### config.mk
export PLATFORM = sky130hd
export DESIGN_NAME = mult_seq_flat
export DESIGN_NICKNAME = d
export VERILOG_FILES = /design/src/rtl/mult_seq_if.sv /design/src/rtl/mult_seq.sv /design/src/flat_wrapper.sv
export SDC_FILE = /design/constraint.sdc
export NUM_CORES = 1
export LEC_CHECK = 0
export CAP_MARGIN = 15
export CELL_PAD_IN_SITES_DETAIL_PLACEMENT = 1
export CELL_PAD_IN_SITES_GLOBAL_PLACEMENT = 2
export CORE_ASPECT_RATIO = 1.25
export CORE_UTILIZATION = 25
export DETAILED_ROUTE_END_ITERATION = 12
export PLACE_DENSITY_LB_ADDON = 0.2
export RECOVER_POWER = 100
export SLEW_MARGIN = 40
export SYNTH_ARGS = -nofsm -noshare
export SYNTH_HDL_FRONTEND = slang
export SYNTH_SLANG_ARGS = --single-unit
### constraint.sdc
create_clock -name clk -period 7.5 [get_ports clk]
set_clock_uncertainty 0.1 [all_clocks]
set_input_delay 1.5 -clock clk [delete_from_list [all_inputs] [get_ports clk]]
set_output_delay 1.5 -clock clk [all_outputs]
set_load 0.01 [all_outputs]
### src/rtl/mult_seq_if.sv
// mult_seq_if: request/result handshake plus the shared-adder port bundle of
// the MULT/MULTU sequencer.
//   start, is_signed, a, b : request from the core (sampled with start in IDLE)
//   busy, done, hi, lo     : sequencer status and 64-bit product
//   add_a, add_b, add_cin  : operands driven into the shared 32-bit adder
//   add_sum, add_cout      : combinational result of the shared adder
// master = requester side that also hosts the adder, slave = the sequencer.
interface mult_seq_if;
    logic        start;
    logic        is_signed;
    logic [31:0] a;
    logic [31:0] b;
    logic        busy;
    logic        done;
    logic [31:0] hi;
    logic [31:0] lo;
    logic [31:0] add_a;
    logic [31:0] add_b;
    logic        add_cin;
    logic [31:0] add_sum;
    logic        add_cout;

    modport master (
        output start, is_signed, a, b,
        input  busy, done, hi, lo,
        input  add_a, add_b, add_cin,
        output add_sum, add_cout
    );

    modport slave (
        input  start, is_signed, a, b,
        output busy, done, hi, lo,
        output add_a, add_b, add_cin,
        input  add_sum, add_cout
    );
endinterface

### src/rtl/mult_seq.sv
// mult_seq: multi-cycle shift-and-add sequencer for MULT/MULTU. It owns no
// adder; every arithmetic step (absolute value, accumulation, final negation)
// goes through an external 32-bit adder reached via the bus adder ports.
// Ports:
//   clk  : rising-edge clock
//   rst  : asynchronous active-high reset
//   bus  : mult_seq_if.slave (request, status/result, shared adder ports)
// Latency from the sampling edge to done: 33 edges (MULTU), 37 edges (MULT).
module mult_seq (
    input  logic        clk,
    input  logic        rst,
    mult_seq_if.slave   bus
);

    typedef enum logic [2:0] {
        IDLE   = 3'd0,
        ABS_A  = 3'd1,
        ABS_B  = 3'd2,
        ITER   = 3'd3,
        NEG_LO = 3'd4,
        NEG_HI = 3'd5,
        DONE   = 3'd6
    } state_t;

    state_t      state_r, state_n;
    logic [31:0] mcand_r, mcand_n;
    logic [31:0] ph_r, ph_n;
    logic [31:0] pl_r, pl_n;
    logic [5:0]  cnt_r, cnt_n;
    logic        neg_r, neg_n;
    logic        sa_r, sa_n;
    logic        sb_r, sb_n;
    logic        c_r, c_n;
    logic        sgn_r, sgn_n;
    logic [31:0] hi_r, lo_r;
    logic        busy_r, done_r;

    logic [31:0] add_a_s, add_b_s;
    logic        add_cin_s;

    // Adder operand selection: depends only on state and registers so the
    // external adder path never loops back into its own operands.
    always_comb begin
        add_a_s   = 32'd0;
        add_b_s   = 32'd0;
        add_cin_s = 1'b0;
        case (state_r)
            ABS_A: begin
                // ~x + 1 negates; sa = 0 passes mcand through unchanged.
                add_a_s   = sa_r ? ~mcand_r : mcand_r;
                add_cin_s = sa_r;
            end
            ABS_B: begin
                add_a_s   = sb_r ? ~pl_r : pl_r;
                add_cin_s = sb_r;
            end
            ITER: begin
                add_a_s = ph_r;
                add_b_s = pl_r[0] ? mcand_r : 32'd0;
            end
            NEG_LO: begin
                add_a_s   = neg_r ? ~pl_r : pl_r;
                add_cin_s = neg_r;
            end
            NEG_HI: begin
                // Low-word carry ripples into the high word of the negation.
                add_a_s   = neg_r ? ~ph_r : ph_r;
                add_cin_s = neg_r & c_r;
            end
            default: begin
                add_a_s   = 32'd0;
                add_b_s   = 32'd0;
                add_cin_s = 1'b0;
            end
        endcase
    end

    assign bus.add_a   = add_a_s;
    assign bus.add_b   = add_b_s;
    assign bus.add_cin = add_cin_s;

    // Next-state and next-register computation, consuming the adder result.
    always_comb begin
        state_n = state_r;
        mcand_n = mcand_r;
        ph_n    = ph_r;
        pl_n    = pl_r;
        cnt_n   = cnt_r;
        neg_n   = neg_r;
        sa_n    = sa_r;
        sb_n    = sb_r;
        c_n     = c_r;
        sgn_n   = sgn_r;
        case (state_r)
            IDLE: begin
                if (bus.start) begin
                    mcand_n = bus.a;
                    pl_n    = bus.b;
                    ph_n    = 32'd0;
                    cnt_n   = 6'd0;
                    sa_n    = bus.is_signed & bus.a[31];
                    sb_n    = bus.is_signed & bus.b[31];
                    neg_n   = (bus.is_signed & bus.a[31]) ^ (bus.is_signed & bus.b[31]);
                    sgn_n   = bus.is_signed;
                    state_n = bus.is_signed ? ABS_A : ITER;
                end else begin
                    state_n = IDLE;
                end
            end
            ABS_A: begin
                mcand_n = bus.add_sum;
                state_n = ABS_B;
            end
            ABS_B: begin
                pl_n    = bus.add_sum;
                state_n = ITER;
            end
            ITER: begin
                // 65-bit {cout, sum, pl} shifted right by one.
                ph_n  = {bus.add_cout, bus.add_sum[31:1]};
                pl_n  = {bus.add_sum[0], pl_r[31:1]};
                cnt_n = cnt_r + 6'd1;
                if (cnt_r == 6'd31) begin
                    state_n = sgn_r ? NEG_LO : DONE;
                end else begin
                    state_n = ITER;
                end
            end
            NEG_LO: begin
                pl_n    = bus.add_sum;
                c_n     = bus.add_cout;
                state_n = NEG_HI;
            end
            NEG_HI: begin
                ph_n    = bus.add_sum;
                state_n = DONE;
            end
            DONE: begin
                state_n = IDLE;
            end
            default: begin
                state_n = IDLE;
            end
        endcase
    end

    // State, datapath and output registers; async reset clears everything.
    always_ff @(posedge clk or posedge rst) begin
        if (rst) begin
            state_r <= IDLE;
            mcand_r <= 32'd0;
            ph_r    <= 32'd0;
            pl_r    <= 32'd0;
            cnt_r   <= 6'd0;
            neg_r   <= 1'b0;
            sa_r    <= 1'b0;
            sb_r    <= 1'b0;
            c_r     <= 1'b0;
            sgn_r   <= 1'b0;
            hi_r    <= 32'd0;
            lo_r    <= 32'd0;
            busy_r  <= 1'b0;
            done_r  <= 1'b0;
        end else begin
            state_r <= state_n;
            mcand_r <= mcand_n;
            ph_r    <= ph_n;
            pl_r    <= pl_n;
            cnt_r   <= cnt_n;
            neg_r   <= neg_n;
            sa_r    <= sa_n;
            sb_r    <= sb_n;
            c_r     <= c_n;
            sgn_r   <= sgn_n;
            busy_r  <= (state_n != IDLE);
            done_r  <= (state_n == DONE);
            // Results are published only on the edge entering DONE.
            if (state_n == DONE) begin
                hi_r <= ph_n;
                lo_r <= pl_n;
            end else begin
                hi_r <= hi_r;
                lo_r <= lo_r;
            end
        end
    end

    assign bus.busy = busy_r;
    assign bus.done = done_r;
    assign bus.hi   = hi_r;
    assign bus.lo   = lo_r;

endmodule

### src/flat_wrapper.sv
// flat-port wrapper written by rule: the top's interface ports become plain ports
module mult_seq_flat 
  (clk, rst, bus_start, bus_is_signed, bus_a, bus_b, bus_busy, bus_done, bus_hi, bus_lo, bus_add_a, bus_add_b, bus_add_cin, bus_add_sum, bus_add_cout);
  mult_seq_if bus_i ();
  input  logic clk;
  input  logic rst;
  input wire logic [$bits(bus_i.start)-1:0] bus_start;
  input wire logic [$bits(bus_i.is_signed)-1:0] bus_is_signed;
  input wire logic [$bits(bus_i.a)-1:0] bus_a;
  input wire logic [$bits(bus_i.b)-1:0] bus_b;
  output wire logic [$bits(bus_i.busy)-1:0] bus_busy;
  output wire logic [$bits(bus_i.done)-1:0] bus_done;
  output wire logic [$bits(bus_i.hi)-1:0] bus_hi;
  output wire logic [$bits(bus_i.lo)-1:0] bus_lo;
  output wire logic [$bits(bus_i.add_a)-1:0] bus_add_a;
  output wire logic [$bits(bus_i.add_b)-1:0] bus_add_b;
  output wire logic [$bits(bus_i.add_cin)-1:0] bus_add_cin;
  input wire logic [$bits(bus_i.add_sum)-1:0] bus_add_sum;
  input wire logic [$bits(bus_i.add_cout)-1:0] bus_add_cout;
  assign bus_i.start = bus_start;
  assign bus_i.is_signed = bus_is_signed;
  assign bus_i.a = bus_a;
  assign bus_i.b = bus_b;
  assign bus_busy = bus_i.busy;
  assign bus_done = bus_i.done;
  assign bus_hi = bus_i.hi;
  assign bus_lo = bus_i.lo;
  assign bus_add_a = bus_i.add_a;
  assign bus_add_b = bus_i.add_b;
  assign bus_add_cin = bus_i.add_cin;
  assign bus_i.add_sum = bus_add_sum;
  assign bus_i.add_cout = bus_add_cout;
  mult_seq u_core (.clk(clk), .rst(rst), .bus(bus_i));
endmodule
# Word level (Yosys, flattened, before mapping)
# Index checks and enable logic that the tools add are counted.
[totals] register_bits=176 output_inout_bits=131 elab_cells=59
[classes] n_addsub=1 n_eq_ne=8 muxes=21 bitwise_logic=7 reduce_logical=8
[op_table] op="$mux 32" n=9
[op_table] op="$pmux 32 s3" n=2
[op_table] op="$pmux 32 s5" n=1
[op_table] op="$not 32->32" n=3
[op_table] op="$pmux 32 s2" n=1
[op_table] op="$pmux 3 s6" n=1
[op_table] op="$pmux 6 s2" n=1
[op_table] op="$eq 3x3->1 const B" n=3
[op_table] op="$add 6x1->6 const B" n=1
[op_table] op="$eq 3x2->1 const B" n=2
[op_table] op="$eq 6x5->1 const B" n=1
[op_table] op="$mux 3" n=2
[op_table] op="$mux 6" n=1
[op_table] op="$reduce_and 2->1" n=3
[op_table] op="$mux 2" n=2
[op_table] op="$pmux 1 s4" n=1
[op_table] op="$reduce_bool 2->1" n=2
[op_table] op="$and 1x1->1" n=3
[op_table] op="$eq 3x1->1 const B" n=1
[op_table] op="$logic_not 3->1" n=1
[op_table] op="$reduce_bool 3->1" n=1
[op_table] op="$ne 2x2->1 const B" n=1
[op_table] op="$reduce_or 2->1" n=1
[op_table] op="$xor 1x1->1" n=1

# Depth between registers and ports, before layout
[depth] ltp_word=4 depth_mapped=8 ltp_nobuf=6

# Worst setup path after synthesis
# No wires, ideal clock.
[synth_path] kind="flip-flop to output port" from="reg u_core.state_r[1]" to="out bus_add_a[0]" t_arrival_ns=1.813 required_ns=5.900 slack_ns=4.087 path_stages_with_launch=9 path_cell_list="dfrtp_1 buf_2 buf_2 buf_4 nand3b_1 a21oi_1 clkbuf_1 mux2i_1 a21oi_1"
[synth_between] elab_chain_len=2 word_cells_on_any_way=6 classes_between="5 x eq/ne; 1 x mux"
[synth_rtl] element="from (decl)" line_no="mult_seq.sv:25" text="state_t state_r, state_n;"
[synth_rtl] element="from (signal assigned)" line_no="mult_seq.sv:165" text="state_r <= state_n;"
[synth_rtl] element="$eq 3x3->1 (tied with other cells)" line_no="mult_seq.sv:47" text="case (state_r)"
[synth_rtl] element="$pmux 32 s5 *" line_no="mult_seq.sv:47"
[synth_rtl] element="to (decl)" line_no="flat_wrapper.sv:15" text="output wire logic [$bits(bus_i.add_a)-1:0] bus_add_a;"
# Mark *: on every way between the ends. The rest lies on a longest branch, timed or not.

# Worst setup path after layout
[layout_path] from="reg u_core.state_r[1]" to="out bus_add_b[13]"
[layout_between] elab_chain_len=2
[layout_rtl] element="$eq 3x2->1" line_no="mult_seq.sv:47"
[layout_rtl] element="$mux 32" line_no="mult_seq.sv:47"
[layout_rtl] element="to (decl)" line_no="flat_wrapper.sv:16" text="output wire logic [$bits(bus_i.add_b)-1:0] bus_add_b;"
# No other way between the ends.

==> impl_results.md <==
- Initial core utilization: 25.4%
- Placed cell areas: 0.0125 mm^2
- Die height: 222 um
- Max IR drop VDD: 185 uV
- Synthesized flop and latch total: 176
- CP arrival: 4.64 ns
- Leak: 5.56 nW
- Syn. warnings: 0
- DR vias/cell: 5.11
- Period utilisation layout: 83.2%
- Share of cells above drive strength 1: 6.67%
- Status: finished, violations left
- Unique cell type count in the Yosys netlist: 47
- Final HPWL DP: 25500 um
- Via count: 8266
- Register area share after synthesis: 45.4%
- Max Freq: 160 MHz
- Largest net degree at the start of global routing: 85
- Syn Inst Count: 939
- # fillers: 4282
- Most frequent cells in the layout: 172 x dfrtp_1, 130 x dlygate4sd3_1, 100 x a21oi_1, 100 x clkdlybuf4s50_1, 81 x nand2_1
- DR pass1 iterations: 4
- Clk Latency, worst-skew pair: 0.45 ns
- Hold Path Class: reg2reg
- Asr flop ratio synth: 100%
- Die width: 178 um
- Busiest grt layer: met2
- Avg Inst Size Synth: 10.3 um^2
- Clock-pin transition on the worst setup and hold timing paths: 0.07 ns
- Fin util: 33.6%
- MaxCap Viol Count: 8
- GRT met2 Usage: 34.2%
- Crit Path Max Fanout: 53
- H-tree levels: 4
- CTS tree: yes
- Ys flop type: dfrtp_1
- RSZ-0062 raised after global routing: no
- Kind of critical path: reg2out
- Post-CTS setup repair buffer count: 0
- Core box area: 0.0382 mm^2
- Setup crit end kind: primary output
- Clk sinks: 176
- Ant diodes: 0
- # hold bufs at CTS: 0
- Drt total wl: 38400 um
- Max Slew Vio Count: 301
- Power Density: 397 mW/mm^2
- DRC: 0
- Area growth syn-to-layout: 32.7%
- RePlAce Congestion: 0.762
- EDFF count, synth: 0
- Wirelength per Cell: 23.7 um
- Shortest period the worst path allows: 6.24 ns
- GRT Overall Usage: 20.0%
- Slew @ Worst Pin: 3.67 ns
- Nets@finish: 1216
- Dpl cells: 1585
- DIE AREA: 0.0396 mm^2
- Final cell count without fillers: 1617
- Initial DRC Count: 358
- Clk Tree Root Cell: clkbuf_16
- Boundary pin count: 232
- Deepest clock path buffer count: 2
- Hold slack: 0.385 ns
- Final Hold Vio Count: 0
- Syn Nets: 1043
- Global routing usage on met3: 3.06%
- Violated checks: max-capacitance violations, max-slew violations
- Syn Std Cell Area: 0.00970 mm^2
- Relative slew slack: -146%
- Worst path required time: 5.90 ns
- First-pass GRT wire length: 58600 um
- Post-route ant nets: 0
- Number of global-route vias before repair: 9110
- Post_cts resized: 0
- I/O Buffers: 231
- Most common cell after layout, fill and taps aside: dfrtp_1
- Met1 Usage GRT: 25.5%
- Fin Setup TNS: 0 ns
- Num CTS Buffers: 17
- Row cnt: 80
- Final setup fails: 0
- Initial antenna violation count: 0
- Design area: 0.0129 mm^2
- Crit start category: register
- Overflow after GRT: 0
final timing paths:
path	depth (start not counted)	slack (ns)	start	end
setup / recovery	5	1.26	u_core.state_r[1]	bus_add_b[13]
hold / removal	1	0.38	u_core.bus.hi[27]	u_core.bus.hi[27]
setup reg to reg	6	1.89	u_core.state_r[1]	u_core.bus.hi[10]
hold reg to reg	1	0.38	u_core.bus.hi[27]	u_core.bus.hi[27]
max in group asynchronous	3	2.12	rst	u_core.sa_r
min in group asynchronous	2	2.50	rst	u_core.bus.lo[14]
Yosys cell counts, drive strengths merged, types with 22 or more instances:
| master | number | area, um^2 |
|---|---|---|
| dfrtp | 176 | 4400 |
| a21oi | 102 | 510 |
| nand2 | 81 | 304 |
| clkbuf | 65 | 246 |
| mux2 | 64 | 905 |
| nor2 | 43 | 161 |
| nand3 | 37 | 185 |
| a21o | 33 | 248 |
| a22o | 33 | 289 |
| a31oi | 33 | 206 |
| and3 | 33 | 206 |
| buf | 33 | 198 |
| mux2i | 33 | 330 |
| xnor2 | 33 | 289 |
| a221o | 32 | 320 |
| o22ai | 32 | 200 |
| nand4bb | 22 | 248 |
worst max-delay path, cell delays in order (launching register included):
cell and delay (ns):
dfrtp_2 0.72, buf_4 0.53, and3b_1 1.39, clkbuf_1 0.65, and3_1 0.26, dlygate4sd3_1 0.61
flip-flops by register name, indices dropped and copies added (netlist names):
name,flops
u_core.bus.done,1
u_core.bus.hi,32
u_core.pl_r,32
u_core.bus.lo,32
u_core.neg_r,1
u_core.sgn_r,1
u_core.cnt_r,6
u_core.bus.busy,1
u_core.state_r,3
u_core.ph_r,32
u_core.c_r,1
u_core.sb_r,1
u_core.mcand_r,32
u_core.sa_r,1
cell families after synthesis:
family          count (synthesis)  synth area share [%]
mux                            97                  12.7
buf+inv                       102                  4.74
fa+ha+maj                       3                 0.387
compound gates                279                  19.4
flops                         176                  45.4
xor+xnor                       35                  3.16
simple gates                  247                  14.2
layout make-up:
cell class | instances | area [um^2] | share of cell area (%)
clock inverter | 14 | 224 | 1.74
multi-input combinational | 661 | 4690 | 36.5
tap | 492 | 616 | 4.79
inverter | 4 | 16.3 | 0.126
sequential | 176 | 4410 | 34.3
clock buffer | 18 | 439 | 3.41
timing repair buffer | 252 | 2470 | 19.2
report_power, final:
part | total (mW) | internal, mW | switching (mW)
registers | 1.61 | 1.27 | 0.344
logic | 2.46 | 1.14 | 1.32
clock network | 1.04 | 0.607 | 0.430
metal layers:
layer	up-vias	wire length, um
met1	4199	16900
li1	3819	-
met5	-	0
met4	0	752
met2	209	19400
met3	39	1340
metrics by stage:
stage               setup slack (ns)  power (mW)
floorplan                       1.13        3.10
global placement                2.30        4.21
detailed placement              2.34        4.26
CTS                             1.84        5.32
global route                   0.903        5.45
finish                          1.26        5.11
Note: power is estimated with default switching activity, not from simulation.
==> RTL edit, RTL diff (config.mk and constraints unchanged) <==
Take the reset off `pl_r` and load it in a clocked block of its own.
--- a/src/rtl/mult_seq.sv
+++ b/src/rtl/mult_seq.sv
@@ -150,7 +150,6 @@
             state_r <= IDLE;
             mcand_r <= 32'd0;
             ph_r    <= 32'd0;
-            pl_r    <= 32'd0;
             cnt_r   <= 6'd0;
             neg_r   <= 1'b0;
             sa_r    <= 1'b0;
@@ -165,7 +164,6 @@
             state_r <= state_n;
             mcand_r <= mcand_n;
             ph_r    <= ph_n;
-            pl_r    <= pl_n;
             cnt_r   <= cnt_n;
             neg_r   <= neg_n;
             sa_r    <= sa_n;
@@ -185,6 +183,10 @@
         end
     end
 
+    always_ff @(posedge clk) begin
+        pl_r <= pl_n;
+    end
+
     assign bus.busy = busy_r;
     assign bus.done = done_r;
     assign bus.hi   = hi_r;
Function: same outputs for any inputs over 4 cycles, from zero or initial values and one cycle with rst high; that may be too few to reach the edited logic, so the function may still have changed.
==> RTL edit against the unedited design <==
The run still ends with capacitance limit, slew limit left; worst setup slack about the same; critical path depth down 1; synthesized cell count down 0.43%; sequential cell count unchanged; first-iteration DRC count up 68%; clock power down 4%; area after synthesis down 2.3%; largest cell class unchanged; design area down 0.21%; non-clock buffer count down 3; critical path type unchanged; sequential power up 7%; total power down 2.6%; wire length down 4.3%.
==> RTL edit: results (changes against the unedited design) <==
| Metric | Value |
|---|---|
| Status | `complete, but fails checks` |
| Violations in the final reports | `capacitance limit, slew limit` |
| Register area share after synthesis | `44.8% (-0.62 points)` |
| DR iter-0 viols | `603 (+68%)` |
| Worst Hold End | `u_core.bus.lo[5]$_DFFE_PP0N_` |
| Uppermost layer routed | `met5` |
| R2R Path End | `u_core.bus.lo[12]$_DFFE_PP0N_` |
| Crit path max fanout | `58 (+9.4%)` |
| Worst Max-Slew Pin Slew | `2.23 ns (-1.44 ns)` |
| WHS | `0.382 ns (-0.00250 ns)` |
| DR WL met3 | `1700 um (+27%)` |
| Clk tree area frac | `4.98% (-0.17 points)` |
| Post-Synth XOR/XNOR Area | `3.33% (+0.17 points)` |
| CP max-delay cell | `dfrtp_1` |
| WL met2 | `18500 um (-4.3%)` |
| Detailed Route WL | `36700 um (-4.3%)` |
| NonClk Buf Share | `19.7% (+0.51 points)` |
| Vias per cell | `5.06 (-1.1%)` |
| Pin count of the biggest net entering global routing | `96 (+13%)` |
| Met3 usage | `3.19% (+0.13 points)` |
| Comb. pwr | `2.26 mW (-8.1%)` |
| Syn_nets | `1039 (-0.38%)` |
| Netlist cell types | `50 (+6.4%)` |
| Met2 Usage GRT | `33.3% (-0.89 points)` |
| Routability cong. | `0.731 (-4.0%)` |
| Sequential cells | `176 (unchanged)` |
| Slowest stage delay, CP | `1.62 ns (+0.23 ns)` |
| Tot GR Track Use | `19.3% (-0.71 points)` |
| Peak VDD IR | `163 uV (-12%)` |
| Fill cell count | `4182 (-2.3%)` |
| Number of max-cap violations | `5 (-3)` |
| Multiplexer share of the synthesized area | `14.1% (+1.3 points)` |
| Placement Cell Area | `12300 um^2 (-1.5%)` |
| Seq/total area | `33.2% (-1.1 points)` |
| P_seq | `1.72 mW (+7%)` |
| Dpl cells | `1579 (-0.38%)` |
| Slew Viols, Final | `162 (-46%)` |
| Layout overhead on the synthesized area | `35.5%` |
| WL/cell | `22.8 um (-4.1%)` |
| Internal | `2.91 mW (-3.4%)` |
| Area of the multi-input gates | `4550 um^2 (-3.1%)` |
-- RTL edit: cell count changes after synthesis, moves of 33 or more --
cell | unedited run | this run
a21o_1 | 33 | 0
inv_1 | 4 | 67
mux2_4 | 49 | 0
mux2i_1 | 33 | 96
nand2_1 | 81 | 46
o21ai_0 | 4 | 40
-- RTL edit: worst max path at each step --
stage | startpoint | endpoint | slack, ns | cells after the start
finish | u_core.state_r[1]$_DFF_PP0_ | bus_add_b[15] | 1.26 | 4
floorplan | rst | u_core.bus.busy$_DFF_PP0_ | 2.03 | 1
global placement | u_core.state_r[1]$_DFF_PP0_ | bus_add_a[31] | 2.44 | 6
detailed placement | u_core.state_r[2]$_DFF_PP0_ | bus_add_a[31] | 2.52 | 6
global route | u_core.state_r[1]$_DFF_PP0_ | bus_add_b[15] | 0.99 | 4
CTS | u_core.state_r[2]$_DFF_PP0_ | bus_add_a[31] | 2.03 | 6
